**src/rtl/score_bcd.sv**
```systemverilog
// score_bcd: iterative double-dabble binary-to-BCD converter for the
// four-digit score display. One shift per clock, BIN_W clocks per value.
// Digits and ovf only change on the done edge, so the display never sees
// partial shift states. Values above 9999 show as dashes (4'hA).
module score_bcd #(
    parameter int BIN_W = 14
) (
    input  logic             clk,
    input  logic             rst_n,
    input  logic             start,
    input  logic [BIN_W-1:0] bin,
    output logic [3:0]       d0,
    output logic [3:0]       d1,
    output logic [3:0]       d2,
    output logic [3:0]       d3,
    output logic             busy,
    output logic             done,
    output logic             ovf
);

    // Counter only has to reach BIN_W-1; keep it at least one bit wide.
    localparam int CNT_W = (BIN_W < 2) ? 1 : $clog2(BIN_W);

    typedef enum logic {IDLE, CONV} state_t;

    state_t                 state_q, state_d;
    logic [BIN_W-1:0]       shift_q;
    logic [15:0]            bcd_q;
    logic [CNT_W-1:0]       cnt_q;
    logic                   ovf_pend_q;
    logic [3:0][3:0]        dig_q;
    logic                   ovf_q;
    logic                   done_q;

    logic [15:0]            bcd_adj;
    logic [15:0]            bcd_d;
    logic [BIN_W-1:0]       shift_d;
    logic                   last;
    logic                   accept;
    logic                   in_range;

    assign last     = (cnt_q == CNT_W'(BIN_W - 1));
    assign accept   = (state_q == IDLE) && start;
    assign in_range = (32'(bin) <= 32'd9999);

    // State register.
    always_ff @(posedge clk or negedge rst_n) begin
        if (!rst_n) state_q <= IDLE;
        else        state_q <= state_d;
    end

    // Next state: leave IDLE on start, return after the final shift.
    always_comb begin
        state_d = state_q;
        case (state_q)
            IDLE:    if (start) state_d = CONV;
            CONV:    if (last)  state_d = IDLE;
            default: state_d = IDLE;
        endcase
    end

    // FSM outputs.
    always_comb begin
        busy = (state_q == CONV);
    end

    // One double-dabble step: add 3 to each nibble >= 5 (no inter-nibble
    // carry), then shift {bcd, shift} left by one.
    always_comb begin
        bcd_adj = bcd_q;
        for (int i = 0; i < 4; i++) begin
            if (bcd_q[4*i +: 4] >= 4'd5)
                bcd_adj[4*i +: 4] = bcd_q[4*i +: 4] + 4'd3;
        end
        {bcd_d, shift_d} = {bcd_adj, shift_q} << 1;
    end

    // Datapath: load on accept, shift in CONV, publish result on the last shift.
    always_ff @(posedge clk or negedge rst_n) begin
        if (!rst_n) begin
            shift_q    <= '0;
            bcd_q      <= '0;
            cnt_q      <= '0;
            ovf_pend_q <= 1'b0;
            dig_q      <= '0;
            ovf_q      <= 1'b0;
            done_q     <= 1'b0;
        end else begin
            done_q <= 1'b0;
            if (accept) begin
                shift_q    <= bin;
                bcd_q      <= '0;
                cnt_q      <= '0;
                ovf_pend_q <= !in_range;
            end else if (state_q == CONV) begin
                shift_q <= shift_d;
                bcd_q   <= bcd_d;
                cnt_q   <= cnt_q + 1'b1;
                if (last) begin
                    done_q <= 1'b1;
                    ovf_q  <= ovf_pend_q;
                    if (ovf_pend_q) dig_q <= {4{4'hA}};
                    else            dig_q <= bcd_d;
                end
            end
        end
    end

    assign d0   = dig_q[0];
    assign d1   = dig_q[1];
    assign d2   = dig_q[2];
    assign d3   = dig_q[3];
    assign done = done_q;
    assign ovf  = ovf_q;

endmodule

```
**config.mk**
```make
export PLATFORM = sky130hd
export DESIGN_NAME = score_bcd
export DESIGN_NICKNAME = d
export VERILOG_FILES = /design/src/rtl/score_bcd.sv
export SDC_FILE = /design/constraint.sdc
export NUM_CORES = 1
export LEC_CHECK = 0
export ABC_AREA = 1
export ABC_CLOCK_PERIOD_IN_PS = 1650
export CELL_PAD_IN_SITES_DETAIL_PLACEMENT = 1
export CELL_PAD_IN_SITES_GLOBAL_PLACEMENT = 2
export CORE_MARGIN = 1.5
export CORE_UTILIZATION = 33
export CTS_CLUSTER_DIAMETER = 100
export DETAILED_ROUTE_END_ITERATION = 12
export PLACE_DENSITY_LB_ADDON = 0.1
export SLEW_MARGIN = 20
export SYNTH_ARGS = -nofsm -noshare
export SYNTH_HDL_FRONTEND = slang
export SYNTH_SLANG_ARGS = --single-unit
```
**constraint.sdc**
```tcl
create_clock -name clk -period 1.65 [get_ports clk]
set_input_delay 0.33 -clock clk [delete_from_list [all_inputs] [get_ports clk]]
set_output_delay 0.33 -clock clk [all_outputs]
set_load 0.02 [all_outputs]
```
; ---- After elaboration in Yosys (flattened, before gate mapping)
; Cells that the tools add are included.
[totals]
register_bits = 54
elab_cells = 45
in_bits = 17
[op_classes]
addsub = 5
n_lt_le_gt_ge = 5
n_reduce_logical = 4
muxes = 17
bitwise = 2
n_eq_ne = 1
[op_table]
columns = operator, n
row1 = $mux 16, 3
row2 = $mux 14, 2
row3 = $mux 4, 5
row4 = $ge 4x3->1 const B, 4
row5 = $le 14x14->1 const B, 1
row6 = $add 4x2->4 const B, 3
row7 = $mux 1, 5
row8 = $add 4x1->4 const B, 1
row9 = $eq 4x4->1 const B, 1
row10 = $add 3x2->3 const B, 1
row11 = $mux 3, 1
row12 = $reduce_and 3->1, 1
row13 = $not 1->1, 2
row14 = $pmux 1 s2, 1
row15 = $reduce_bool 2->1, 1
row16 = $logic_and 1x1->1, 1
row17 = $logic_not 1->1, 1

; ---- Depth between registers and ports, before layout
[logic_depth]
ltp_word = 4
ltp_mapped = 9
mapped_depth_nobuf = 9

; ---- Worst setup path before layout
; Ideal clock, no wire load.
[synth_path]
path_type = register to register
start = reg cnt_q[0]
end = reg dig_q, in the netlist d1[1]
t_arrival_ns = 1.239
stages_incl_launch_ff = 8
setup_slack_ns = 0.298
t_required_ns = 1.537
n_path_buf = 1
synth_period_minus_slack_ns = 1.352
cell_sequence = dfrtp_1 ha_1 nand2_4 nor2_1 buf_6 or2_2 nand2_1 inv_1
[synth_via]
elab_chain_len = 2
[synth_lines]
columns = item, line
row1 = "start, declared", 29  ; logic [CNT_W-1:0] cnt_q;
row2 = "start signal, assigned", 98  ; cnt_q <= cnt_q + 1'b1;
row3 = $eq 4x4->1, 42  ; assign last = (cnt_q == CNT_W'(BIN_W - 1));
row4 = $reduce_and 3->1 (no line), -
row5 = "end signal, assigned", 102  ; if (ovf_pend_q) dig_q <= {4{4'hA}};
row6 = "end, declared", 31  ; logic [3:0][3:0] dig_q;
; Every way passes these cells.
; A chain may end at the register's enable or synchronous reset.

; ---- Worst setup path after layout
[layout_path]
start = reg dig_q, in the netlist d3[1]
end = out d3[1]
[layout_lines]
columns = item, line
row1 = "end, declared", 15  ; output logic [3:0] d3,
; No word-level cell between the ends.

==> flow_summary.ini <==
[pwr]
power_density_mw_per_mm2 = 1860
p_clk_share_pct = 11.9
ir_drop_v = 0.000447
power_leakage_nw = 1.67
internal_power_w = 0.00341
sw_frac_of_total_pct = 43.4
p_switching_w = 0.00261
pwr-share-comb_pct = 50.0
power_frac_seq_pct = 38.1

[floorplanning]
num_rows = 32
num_io_pins = 36
die-area_mm2 = 0.00849
die_width_um = 92.1
die_y_um = 92.1
coreArea_mm2 = 0.00773
initial_core_util_pct = 33.9

[worst_setup_path]
path_cells = clkdlybuf4s50_1
timing.rr.start = cnt_q[1]
timing.rr.end = d1[2]
crit_path_end_kind = output pin
rr_worst_depth = 8
path_depth = 1
path_max_fanout = 2
worstSetupPathType = reg2out
slowest_delay_ns = 0.61
cp.arrival_ns = 1.28
required_ns = 1.32
cp-start-kind = flop
critPathBufInv = 1
worst_path_max_delay_cell = clkdlybuf4s50_1
r2r_setup_slack_ns = 0.19
path_delay_family = buffers and inverters

[timing]
relSlewSlack_pct = 80.1
finalMaxSlewViolations = 0
finalSetupViolCount = 0
fin_skew_ns = 0.00450
fmax_ghz = 0.620
hold_violations = 0
finalSetupTns_ns = 0
fin_crit_sh_pct = 97.7
holdWs_ns = 0.00922
worst_pin_slew_ns = 0.298
min_period_ns = 1.61
rsz0062_at_grt = false

[grt]
grt_pass1_wl_um = 11100
grt_pass1_vias = 2300
gr-total-overflow = 0
grt.total_usage_pct = 16.7
grt_max_degree = 55
antenna_found_initial = 0

[layout]
layout_commonest_cell = nand2_1
area_delta_synth_final_pct = 23.5
final_cell_mix = 94 x nand2_1, 54 x dfrtp_1, 40 x inv_1
num_antenna_cells = 0
drive_above_1_share_pct = 8.19
final_nets = 381

[routing]
drt_iter0_markers = 48
via_per_inst = 4.84
via_count = 2207
remaining_drc_errors = 0
ant_nets = 0
wl_per_cell_um = 13.9
wl_um = 6320
firstDrtPassIters = 4

[cts]
clk_pin_slew_ns = 0.09
cts_sinks = 54
root_buffer = clkbuf_8
cts.path.max_buffers = 2
cts_setup_buffers = 0
h-tree-depth = 2
numCtsBuffers = 5
clock_latency_ns = 0.30
tritoncts = built

[yosys]
syn-instance-count = 308
synth_area_per_cell_um2 = 8.51
syn-num-nets = 335
ys_warn_count = 0
ys_seq_area_share_pct = 51.5
yosys_most_used_dff = dfrtp_1
async_flop_share_pct = 100
ys_ff_latch = 54
synth.distinct_cells = 24
synth-edff-count = 0
syn-cell-area_mm2 = 0.00262

[outcome]
status = finished clean

[place]
hpwl_um = 4650
globalplace.congestion = 0.805
io_buffers = 35

[min_path]
hold_path.class = in2async

[run]
max_cap_violations = 0
-- what timing repair did --
item | CTS | global route
hold buffers | 0 | 0
gates resized for setup | 1 | 9
gates cloned | 0 | 0
hold endpoints to repair | 0 | 0
endpoints found under the setup margin | 1 | 9
-- worst reg2reg max path: cells and delay by family, from the launching register on --
| family | cells | cell delay (ns) |
|---|---|---|
| buffers and inverters | 3 | 0.45 |
| adder cells (fa/ha/maj) | 1 | 0.19 |
| AND/OR/NAND/NOR | 4 | 0.32 |
| flip-flops | 1 | 0.40 |
-- power by group through the flow --
stage / combinational [W] / sequential (W) / clock (W)
after floorplan: 0.00182 / 0.00247 / 0
after global placement: 0.00305 / 0.00232 / 0
after detailed placement: 0.00308 / 0.00234 / 0
after CTS: 0.00308 / 0.00231 / 0.000748
after global routing: 0.00345 / 0.00238 / 0.000799
final: 0.00301 / 0.00229 / 0.000719
-- cell type report --
class	count	area [µm²]
clock buffer	7	76.3
sequential	54	1350
timing repair buffer	47	469
fill	916	4490
multi-input combinational	204	1060
tap	102	128
inverter	42	158
-- registers in the layout, summed over array words and instances, names as in the netlist, 4 cells and up --
register  cells
d3            4
d1            4
cnt_q         4
bcd_q        16
d0            4
shift_q      14
d2            4
-- routing by layer --
| metal | global-route usage [%] | wire, µm |
|---|---|---|
| met4 | 4.62 | 73 |
| met1 | 22.2 | 3060 |
| met5 | 0 | 0 |
| met3 | 2.82 | 182 |
| met2 | 27.8 | 3010 |
-- synth_stat cells (6+ instances only) --
cell | count | area share (%)
nand2_1 | 94 | 13
nand3_1 | 22 | 4.2
ha_1 | 10 | 4.8
inv_1 | 40 | 5.7
nor2_1 | 17 | 2.4
o21ai_0 | 14 | 2.7
o22ai_1 | 6 | 1.4
dfrtp_1 | 54 | 52
o221ai_1 | 9 | 3.0
nand4_1 | 10 | 2.4
a21oi_1 | 6 | 1.1
-- worst max path at each step --
stage             start    endpoint  slack [ns]
2_1_floorplan  cnt_q[0]       d1[1]        0.30
3_3_place_gp      start  ovf_pend_q        0.16
3_5_place_dp      start  ovf_pend_q        0.15
4_1_cts           d0[2]       d0[2]       0.009
5_1_grt           d3[1]       d3[1]     0.00007
6_report          d3[1]       d3[1]        0.04
-- metrics by stage --
step	power, W	instance area [µm²]	instances	utilization, %	worst slack [ns]
final	0.00602	3240	456	41.9	0.0378
after global routing	0.00663	3240	456	41.9	0.0000747
after CTS	0.00614	3220	456	41.6	0.00910
after detailed placement	0.00542	3140	449	40.6	0.145
after global placement	0.00537	3140	449	40.6	0.159
after floorplan	0.00429	2620	308	-	0.298
-- kinds of logic (layout without fill, tap and decap cells) --
group	after synthesis	after routing	share of synthesized area (%)
muxes	1	1	0.382
DFF	54	54	51.5
and+or+nand+nor	153	153	25.4
adders and majority gates	10	10	4.77
AOI/OAI and AO/OA	40	40	9.69
buffers and inverters	50	96	8.21
Note: power is estimated with default switching activity, not from simulation.
